$ cat src/rtl/inst_enc.sv
// inst_enc: packs opcode/funct3/register fields and an immediate into an RV32
// instruction word (I/S/B/U/J scatter) and expands a load-immediate macro into
// ADDI, LUI, or LUI+ADDI. Registered output, valid/ready on both sides.
// IMM_W has to match the core's immediate width.
module inst_enc #(
    parameter int unsigned IMM_W = 32
) (
    input  logic             clk_i,
    input  logic             rst_i,
    input  logic             req_valid_i,
    output logic             req_ready_o,
    input  logic             req_li_i,
    input  logic [4:0]       req_sel_i,
    input  logic [6:0]       req_opcode_i,
    input  logic [2:0]       req_funct3_i,
    input  logic [6:0]       req_funct7_i,
    input  logic [4:0]       req_rd_i,
    input  logic [4:0]       req_rs1_i,
    input  logic [4:0]       req_rs2_i,
    input  logic [IMM_W-1:0] req_imm_i,
    output logic             out_valid_o,
    input  logic             out_ready_i,
    output logic [31:0]      out_inst_o,
    output logic             out_last_o,
    output logic             out_err_o
);

    typedef enum logic [1:0] {
        IDLE  = 2'd0,
        EMIT  = 2'd1,
        EMIT2 = 2'd2
    } state_t;

    state_t state_q, state_d;

    logic        accept;
    logic        out_fire;
    logic        sel_onehot;
    logic [11:0] li_lo;
    logic [19:0] li_hi;
    logic [31:0] enc_inst;
    logic        enc_last;
    logic        enc_err;
    logic [31:0] enc_pend;
    logic [31:0] pend_inst_q;
    logic        pend_err_q;

    // funct7 only matters for R-type, which this encoder does not produce
    logic unused_funct7;
    assign unused_funct7 = ^req_funct7_i;

    // true when v equals the sign extension of its low n bits
    function automatic logic fits(input logic [IMM_W-1:0] v, input int unsigned n);
        logic [IMM_W-1:0] t;
        t = $signed(v) >>> (n - 1);
        return (t == '0) || (t == '1);
    endfunction

    assign accept   = req_valid_i & req_ready_o;
    assign out_fire = out_valid_o & out_ready_i;

    // Request encoder: builds the first word, its flags and any pending second LI word
    always_comb begin
        enc_inst   = '0;
        enc_last   = 1'b1;
        enc_err    = 1'b0;
        enc_pend   = '0;
        sel_onehot = (req_sel_i != 5'd0) && ((req_sel_i & (req_sel_i - 5'd1)) == 5'd0);
        li_lo      = req_imm_i[11:0];
        // (imm + 0x800)[31:12] rounds the upper part so the signed ADDI lo lands on imm
        li_hi      = req_imm_i[31:12] + {19'd0, req_imm_i[11]};
        if (req_li_i) begin
            enc_err = ~fits(req_imm_i, 32);
            if (fits(req_imm_i, 12)) begin
                enc_inst = {li_lo, 5'd0, 3'b000, req_rd_i, 7'h13};
            end else if (li_lo == 12'd0) begin
                enc_inst = {li_hi, req_rd_i, 7'h37};
            end else begin
                enc_inst = {li_hi, req_rd_i, 7'h37};
                enc_last = 1'b0;
                enc_pend = {li_lo, req_rd_i, 3'b000, req_rd_i, 7'h13};
            end
        end else if (!sel_onehot) begin
            enc_inst = '0;
            enc_err  = 1'b1;
        end else begin
            unique case (req_sel_i)
                5'b00001: begin
                    enc_inst = {req_imm_i[11:0], req_rs1_i, req_funct3_i, req_rd_i, req_opcode_i};
                    enc_err  = ~fits(req_imm_i, 12);
                end
                5'b00010: begin
                    enc_inst = {req_imm_i[11:5], req_rs2_i, req_rs1_i, req_funct3_i,
                                req_imm_i[4:0], req_opcode_i};
                    enc_err  = ~fits(req_imm_i, 12);
                end
                5'b00100: begin
                    enc_inst = {req_imm_i[12], req_imm_i[10:5], req_rs2_i, req_rs1_i, req_funct3_i,
                                req_imm_i[4:1], req_imm_i[11], req_opcode_i};
                    enc_err  = ~fits(req_imm_i, 13) | req_imm_i[0];
                end
                5'b01000: begin
                    enc_inst = {req_imm_i[31:12], req_rd_i, req_opcode_i};
                    enc_err  = (req_imm_i[11:0] != 12'd0) | ~fits(req_imm_i, 32);
                end
                5'b10000: begin
                    enc_inst = {req_imm_i[20], req_imm_i[10:1], req_imm_i[11], req_imm_i[19:12],
                                req_rd_i, req_opcode_i};
                    enc_err  = ~fits(req_imm_i, 21) | req_imm_i[0];
                end
                default: begin
                    enc_inst = '0;
                    enc_err  = 1'b1;
                end
            endcase
        end
    end

    // State register
    always_ff @(posedge clk_i or posedge rst_i) begin
        if (rst_i) begin
            state_q <= IDLE;
        end else begin
            state_q <= state_d;
        end
    end

    // Next-state logic
    always_comb begin
        state_d = state_q;
        unique case (state_q)
            IDLE: begin
                if (accept) state_d = EMIT;
            end
            EMIT: begin
                if (out_fire) begin
                    if (!out_last_o) state_d = EMIT2;
                    else if (accept) state_d = EMIT;
                    else state_d = IDLE;
                end
            end
            EMIT2: begin
                if (out_fire) state_d = IDLE;
            end
            default: state_d = IDLE;
        endcase
    end

    // Handshake outputs decoded from state
    always_comb begin
        out_valid_o = (state_q != IDLE);
        req_ready_o = (state_q == IDLE) | ((state_q == EMIT) & out_last_o & out_ready_i);
    end

    // Output word register: loads on accept, swaps in the pending ADDI after the LUI handshake
    always_ff @(posedge clk_i or posedge rst_i) begin
        if (rst_i) begin
            out_inst_o  <= '0;
            out_last_o  <= 1'b0;
            out_err_o   <= 1'b0;
            pend_inst_q <= '0;
            pend_err_q  <= 1'b0;
        end else if (accept) begin
            out_inst_o  <= enc_inst;
            out_last_o  <= enc_last;
            out_err_o   <= enc_err;
            pend_inst_q <= enc_pend;
            pend_err_q  <= enc_err;
        end else if ((state_q == EMIT) && out_fire && !out_last_o) begin
            out_inst_o  <= pend_inst_q;
            out_last_o  <= 1'b1;
            out_err_o   <= pend_err_q;
        end
    end

endmodule

$ cat config.mk
export PLATFORM = sky130hd
export DESIGN_NAME = inst_enc
export DESIGN_NICKNAME = d
export VERILOG_FILES = /design/src/rtl/inst_enc.sv
export SDC_FILE = /design/constraint.sdc
export NUM_CORES = 1
export LEC_CHECK = 0
export CAP_MARGIN = 5
export CORE_MARGIN = 3
export CORE_UTILIZATION = 60
export CTS_BUF_LIST = sky130_fd_sc_hd__clkbuf_4
export CTS_CLUSTER_DIAMETER = 40
export DETAILED_ROUTE_END_ITERATION = 8
export DONT_BUFFER_PORTS = 1
export PLACE_DENSITY = 0.78
export SYNTH_ARGS = -nofsm -noshare
export SYNTH_HDL_FRONTEND = slang
export SYNTH_SLANG_ARGS = --single-unit
$ cat constraint.sdc
create_clock -name clk_i -period 2.6 [get_ports clk_i]
set_clock_uncertainty 0.2 [all_clocks]
set_input_delay 0.39 -clock clk_i [delete_from_list [all_inputs] [get_ports clk_i]]
set_output_delay 0.39 -clock clk_i [all_outputs]
set_load 0.05 [all_outputs]
* Word-level counts from Yosys, hierarchy flattened
Index checks and enable logic that the tools add are counted.
Widths: inputs -> output; s select.
** Word-level totals
- Bits in registers :: 69
- Output and inout port bits :: 36
- Word-level logic and storage cells :: 81
- Input port bits :: 74
** Operators by class
- Mux-type cells :: 25
- Bitwise logic cells :: 13
- $add $sub $neg :: 2
- Equality and inequality tests :: 14
- Reduce and logical (&&, ||, !) cells :: 21
** Operator list (number)
- $mux 32 :: 8
- $pmux 32 s5 :: 1
- $eq 32x32->1 const B :: 4
- $logic_not 32->1 :: 4
- $add 20x1->20 :: 1
- $logic_not 12->1 :: 1
- $reduce_bool 12->1 :: 1
- $mux 1 :: 10
- $mux 2 :: 4
- $ne 2x2->1 const B :: 3
- $pmux 2 s3 :: 1
- $and 5x5->5 :: 1
- $eq 5x1->1 const B :: 1
- $eq 5x2->1 const B :: 1
- $eq 5x3->1 const B :: 1
- $eq 5x4->1 const B :: 1
- $eq 5x5->1 const B :: 1
- $logic_not 5->1 :: 1
- $reduce_bool 5->1 :: 1
- $sub 5x1->5 const B :: 1
- $and 1x1->1 :: 4
- $logic_or 1x1->1 :: 4
- $not 1->1 :: 4
- $or 1x1->1 :: 4
- other kinds (9) :: 12

* Depth between registers and ports, before layout
Gate-level depths: netlist of the first run.
- Word-level depth :: 9
- Mapped depth :: 9
- Gate-level depth less buffers :: 8

* Least setup slack after synthesis of the first run
Ideal clock, no wire load.
- Path type :: register to register
- Start :: register out_last_o
- End :: register out_inst_o[31]
- Required time :: 2271 ps
- Clock period less this slack :: 2367 ps
- Cell stages (with the launch flop) :: 8
- Slack :: 233 ps
- Buffers on the path :: 3
- Data arrival time :: 2038 ps
- Setup time :: 129 ps
- Path through :: dfrtp_1 a21boi_1 or3_1 clkbuf_1 clkbuf_1 buf_2 a221oi_1 a21oi_1
** On the way
- Longest elaborated chain between the ends :: 5
- Elaborated cells between the ends (all ways) :: 8
- Classes of those cells :: 1 x mux; 4 x bitwise; 3 x reduce/logical
** Ends and longest elaborated chain
- start, declared :: line 24 : output logic out_last_o,
- start signal, assigned :: line 165 : out_last_o <= enc_last;
- $and 1x1->1 (2 in series) :: line 152 : req_ready_o = (state_q == IDLE) | ((state_q == EMIT) & out_last_o & out_ready_i);
- $or 1x1->1 :: line 152
- $and 1x1->1 :: line 59 : assign accept = req_valid_i & req_ready_o;
- $mux 32 or $reduce_bool 2->1 (tied branches)
- end signal, assigned :: line 164 : out_inst_o <= enc_inst;
- end signal, assigned :: line 170 : out_inst_o <= pend_inst_q;
- end, declared :: line 23 : output logic [31:0] out_inst_o,
Parallel ways exist; a longest one is shown, timed or not.
A chain may end at the register's enable or synchronous reset.

* Worst setup path after layout of the first run
- Start :: register state_q[0]
- End :: register out_inst_o[28]
** On the way
- Longest elaborated chain between the ends :: 6
- Elaborated cells between the ends (all ways) :: 12
- Classes of those cells :: 1 x eq/ne; 1 x mux; 5 x bitwise; 5 x reduce/logical
** Ends and longest elaborated chain
- start, declared :: line 34 : state_t state_q, state_d;
- start signal, assigned :: line 124 : state_q <= state_d;
- $eq 2x1->1 :: line 152, 169
- $and 1x1->1 (2 in series) :: line 152
- $or 1x1->1 :: line 152
- $and 1x1->1 :: line 59
- $mux 32 or $reduce_bool 2->1 (tied branches)
Parallel ways exist; a longest one is shown, timed or not.

==> results of run 1 <==
critical path, delay by kind of cell, from the launching register on:
kind	cells	cell delay [ps]
and+or+nand+nor	4	1150
DFF	1	450
buffers and inverters	1	300
AOI/OAI and AO/OA	2	290
Yosys cell counts, types with 2 or more instances:
cell,count
nand2_1,52
nand4b_1,4
a211oi_1,3
a2111oi_0,2
a222oi_1,3
inv_1,11
xor2_1,10
clkbuf_1,14
nand3_1,14
nor3_1,15
or3_1,8
nor4b_1,3
xnor2_1,13
a31oi_1,2
o311a_1,2
o22ai_1,2
and2_1,2
and4_1,2
a22oi_1,11
a311oi_1,2
a21o_1,4
nor4_1,12
nor2_1,30
o31ai_1,4
mux2_2,2
nand3b_1,2
a21oi_1,8
nand4_1,5
nor2b_1,3
buf_1,2
and3_1,11
buf_2,13
dfrtp_1,55
ha_1,3
a221oi_1,13
a221o_1,5
a22o_1,20
o21ai_0,21
cells by family (layout without fill, tap and decap cells):
kind of cell,count (synthesis),count (layout)
compound gates,118,118
fa+ha+maj,3,3
buf+inv,44,62
flops,55,55
simple gates,172,172
xor+xnor,23,23
mux,4,4
how the worst max path moves through the flow:
stage / to / slack (ps) / cells past startpoint
final: out_inst_o[28]$_DFFE_PP0P_ / 110 / 7
after detailed placement: out_inst_o[30]$_DFFE_PP0P_ / 200 / 8
after floorplan: out_inst_o[31]$_DFFE_PP0P_ / 230 / 7
after CTS: out_inst_o[28]$_DFFE_PP0P_ / 220 / 7
after global routing: out_inst_o[28]$_DFFE_PP0P_ / 5 / 7
after global placement: out_inst_o[28]$_DFFE_PP0P_ / 240 / 9
power groups by stage:
stage	Sequential [mW]	Clock, mW	Combinational, mW
2_1_floorplan	2.21	0	0.955
3_3_place_gp	2.24	0	1.21
3_5_place_dp	2.25	0	1.25
4_1_cts	2.23	0.402	1.29
5_1_grt	2.27	0.436	1.46
6_report	2.23	0.399	1.32
layer usage:
| metal | vias up | track usage | routed length, microns |
|---|---|---|---|
| met5 | - | 0 | 0 |
| met4 | 0 | 0.101 | 320 |
| met3 | 39 | 0.0972 | 1410 |
| met2 | 280 | 0.496 | 5190 |
| met1 | 1717 | 0.442 | 4400 |
| li1 | 1623 | - | - |
cell usage in the layout (no fill, tap or decap), types with 3 or more instances in the layout:
cell,n
dfrtp_1,55
nand2_1,52
nor2_1,30
dlygate4sd3_1,25
o21ai_0,21
a22o_1,20
buf_4,16
nor3_1,15
nand3_1,14
xnor2_1,13
a221oi_1,13
nor4_1,12
and3_1,11
a22oi_1,11
inv_1,10
xor2_1,10
or3_1,8
a21oi_1,8
a221o_1,5
nand4_1,5
clkbuf_4,5
a21o_1,4
nand4b_1,4
o31ai_1,4
nor4b_1,3
nor2b_1,3
a211oi_1,3
a222oi_1,3
ha_1,3
sequential cells by signal, summed over array words and instances, names as in the netlist:
register     count
pend_err_q       1
pend_inst_q     18
state_q          2
out_err_o        1
out_last_o       1
out_inst_o      32
final cells by class:
class | instances | area share
multi-input combinational | 320 | 0.518
sequential | 55 | 0.335
timing repair buffer | 43 | 0.0999
tap | 72 | 0.0219
inverter | 11 | 0.0101
clock buffer | 5 | 0.00914
clock inverter | 3 | 0.00548
what timing repair did:
action / 4_1_cts / 5_1_grt
setup buffers: 0 / 0
resized for setup: 0 / 0
endpoints found under the hold margin: 49 / 0
hold buffers: 25 / 0
==> flow_summary.ini, run 1 <==
[logic_synthesis]
syn-cell-area_sq_um = 3700
synth_top_area_share = 0.372
synthSimpleGateAreaFrac = 0.244
synthXorXnorAreaFrac = 0.0544
yosys.area.top_type = dfrtp_1
yosys-mux-area-fraction = 0.0128
synth_adder_area_share = 0.0101
synth-seq-cells = 55
syn_avg_cell_area_sq_um = 8.84
synth_nets = 496
synth-main-ff-cell = dfrtp_1
seq_area_frac_synth = 0.372
ys_async_sr_fraction = 1.00
synth_top_family_by_area = compound AO/OA/AOI/OAI gates
synth_cells = 419
synth_compound_area_frac = 0.252
yosysWarnings = 0
synth_edf_count = 0
synthTopCellsByArea = dfrtp_1 37%, nand2_1 5.3%, a22o_1 4.7%
synth_cell_types = 69

[routing]
drc = 0
drt_iter0_markers = 477
wl_microns = 11300
wl_per_cell_microns = 22.2
drt_first_pass_iters = 8
ant_nets = 0
viasPerCell = 7.19
vias = 3659

[sta]
finalWorstSetupSlack_ps = 107
layout_min_cycle_time_ps = 2490
tightest_slew_ps = 1050
finalMaxSlewViolations = 0
max_freq_mhz = 401
setup_viol_count_final = 0
finalHoldViolCount = 1
grt_setup_unrepaired = no
relSlewSlack = 0.296
timing.final.crit_share = 0.959
fin_setup_tns_ps = 0
final.hold.worst_slack_ps = -6.13

[global_routing]
grt_overflow_total = 0
antenna_found_initial = 0
grt_pass1_wl_microns = 18700
grt_pass1_vias = 3563
grt_max_degree = 37
grt_use_total = 0.324

[setup_path]
slowest_delay_ps = 540
reg2reg_slack_ps = 110
r2r_end = out_inst_o[28]$_DFFE_PP0P_
arrival_ps = 2580
path_cells = a21boi_1 > nor3_2 > nand2_1 > nor2_1 > buf_4 > nand2_1 > o311a_1
startpoint_type = register
cp_max_fo = 9
worstSetupPathType = reg -> reg
crit_slowest_cell = nor2_1
endpoint_kind = register
reg2reg_from = state_q[0]$_DFFE_PP0P_
required_ps = 2690
startpoint = state_q[0]$_DFFE_PP0P_
reg2regPathDepth = 7
crit_top_cell = nand2_1

[placed_design]
dpl.hpwl_microns = 8160
placedCellCount = 476
portBuffers = 0
routabilityCongestion = 0.902
place_area_sq_um = 3800
dp_slack_ps = 195

[final_layout]
multiInputGateArea_sq_um = 2130
finalInstanceArea_sq_um = 4110
final_util = 0.715
num-nets-final = 513
fillerInstances = 483
regArea_sq_um = 1380
layoutNonFillerInstCount = 509
syn2layout_area_growth_pct = 10.9
n_antenna_cell = 0
post_route_cells_drive_above_1_share = 0.101

[floorplanning]
rows = 27
core_area_sq_um = 5740
die_w_microns = 84.6
fp.dieH_microns = 84.6
die_area_sq_um = 7150
ioPinCount = 110
initial_utilization = 0.645

[min_path]
hp-start = req_imm_i[4]
holdPathStages = 2
worstHoldPathType = in -> reg
min_to = out_inst_o[11]$_DFFE_PP0P_

[clocking]
cts.root.buffer_cell = clkbuf_4
clk_pin_slew_worst_paths_ps = 170
cts_tree = built
clkSinkCount = 55
cts_max_level = 2
cts_inserted_buffers = 5
cts_buffer_depth = 2
clock_latency_ps = 390

[status]
violations = negative hold slack
status = finished, violations left

[power]
power_frac_clock = 0.101
peakVddDrop_mv = 0.656
power_mw = 3.94
pwr-share-seq = 0.564
internal_power_mw = 1.86
p_sw_frac = 0.529
p_per_area_nw_per_um2 = 961
switchingPower_mw = 2.09
p_leak_nw = 1.74
combPwrFrac = 0.334

[run]
cap_violations = 0
Note: power is estimated with default switching activity, not from simulation.
==> run 2, diff against run 1 <==
Settings changed: PLACE_DENSITY 0.78 to 0.81.
Clock period 2.6 ns to 2.05 ns, I/O delays scaled along.
==> run 2 against run 1 <==
The run ends with negative hold slack, negative setup slack left. Clock-buffer cell count unchanged. Worst setup slack got worse by 120 ps. Core utilization up 12 points. Wire length up 22%. Hold slack got worse by 2.2 ps. Sequential power up 24%. Sequential share of layout area down 4.7 points. Register-to-register slack worse by 120 ps. Clock power grew 30%. Combinational power rose by 70%. Largest cell class unchanged. Largest power group unchanged. Highest routed layer unchanged.
==> flow_summary.ini, run 2 (synthesis results as in run 1) <==
[floorplanning]
ioPinCount = 110
initial_utilization = 0.645
die_area_sq_um = 7150
fp.dieH_microns = 84.6
die_w_microns = 84.6
rows = 27
core_area_sq_um = 5740

[clocking]
clk_pin_slew_worst_paths_ps = 170
cts_inserted_buffers = 5
clock_latency_ps = 390
cts_buffer_depth = 2
clkSinkCount = 55
cts.root.buffer_cell = clkbuf_4
cts_tree = built
cts_max_level = 2

[run]
cap_violations = 0

[routing]
ant_nets = 0
drt_first_pass_iters = 5
drt_iter0_markers = 617
vias = 4196
wl_microns = 13800
drc = 0
wl_per_cell_microns = 24.3
viasPerCell = 7.40

[sta]
finalWorstSetupSlack_ps = -17.1
finalHoldViolCount = 1
final.hold.worst_slack_ps = -8.31
tightest_slew_ps = 553
timing.final.crit_share = 1.01
relSlewSlack = 0.630
fin_setup_tns_ps = -17.1
grt_setup_unrepaired = yes
layout_min_cycle_time_ps = 2070
setup_viol_count_final = 1
finalMaxSlewViolations = 0
max_freq_mhz = 484

[final_layout]
final_cell_mix = 55 x buf_4, 53 x dfrtp_1, 51 x nand2_1
num-nets-final = 571
syn2layout_area_growth_pct = 29.3
final_common_cell = buf_4
n_antenna_cell = 0
layoutNonFillerInstCount = 567
largest_reg_flops = 32
top_register = out_inst_o
post_route_cells_drive_above_1_share = 0.232
reg_top3 = out_inst_o x32, pend_inst_q x18, state_q x2

[power]
p_per_area_nw_per_um2 = 1160
p_leak_nw = 2.04
power_mw = 5.54
peakVddDrop_mv = 0.933

[setup_path]
endpoint_kind = register
cp_max_fo = 5
arrival_ps = 2180
required_ps = 2160
worstSetupPathType = reg -> reg
startpoint_type = register

[global_routing]
grt_overflow_total = 0
grt_max_degree = 41
antenna_found_initial = 0
grt_pass1_vias = 4070
grt_pass1_wl_microns = 21100
grt_use_total = 0.367

[placed_design]
routabilityCongestion = 0.936
dpl.hpwl_microns = 8890
portBuffers = 0
dp_slack_ps = -184
placedCellCount = 514

[status]
status = finished, violations left
violations = negative hold slack, negative setup slack

[min_path]
worstHoldPathType = in -> reg
-- run 2: final timing paths --
path	from	end	slack (ps)	cells after the start
setup / recovery	state_q[0]$_DFFE_PP0P_	out_inst_o[30]$_DFFE_PP0P_	-20	8
hold / removal	req_imm_i[9]	out_inst_o[29]$_DFFE_PP0P_	-8	3
setup reg to reg	state_q[0]$_DFFE_PP0P_	out_inst_o[30]$_DFFE_PP0P_	-20	8
hold reg to reg	pend_inst_q[18]$_DFFE_PP0P_	pend_inst_q[18]$_DFFE_PP0P_	290	2
max in group asynchronous	rst_i	out_last_o$_DFFE_PP0P_	960	3
min in group asynchronous	rst_i	out_inst_o[3]$_DFFE_PP0P_	120	2
-- run 2: critical path: stages, from the launching register on --
cell and delay (ps):
dfrtp_1 420, buf_4 150, nor2b_2 170, o221a_4 290, and3_4 200, a21oi_4 160
buf_6 110, nand4_1 100, and3_4 200
-- run 2: area by class of cell --
cell class                      instances  area, sq um
Clock inverter                          3         22.5
Clock buffer                            5         37.5
Tap cell                               72         90.1
Timing Repair Buffer                  101          898
Multi-Input combinational cell        320         2320
Fill cell                             323          955
Sequential cell                        55         1380
Inverter                               11         41.3
-- run 2: timing repair --
item                                    CTS  global route
endpoints found under the hold margin   102             1
pin swaps                                 1             8
resized for setup                         4            23
hold buffers                             39             1
endpoints found under the setup margin   18            35
buffers inserted                          1             4
-- run 2: metrics by stage --
step / utilization / hold slack [ps] / cell area, sq um
floorplan: - / 204 / 3840
global placement: 0.726 / -17.0 / 4170
detailed placement: 0.726 / -8.42 / 4170
CTS: 0.808 / 1.50 / 4640
global route: 0.834 / 4.04 / 4790
finish: 0.834 / -8.31 / 4790
-- run 2: layer usage --
layer,part of all wire,global-route usage,vias up
met1,0.34,0.475,1932
met5,0,0,-
met2,0.46,0.580,423
met3,0.14,0.102,109
li1,-,-,1732
met4,0.063,0.153,0
-- run 2: power breakdown --
group	switching (mW)	internal, mW
Combinational	1.25	1.00
Clock	0.379	0.140
Sequential	1.24	1.53
Total	2.87	2.67
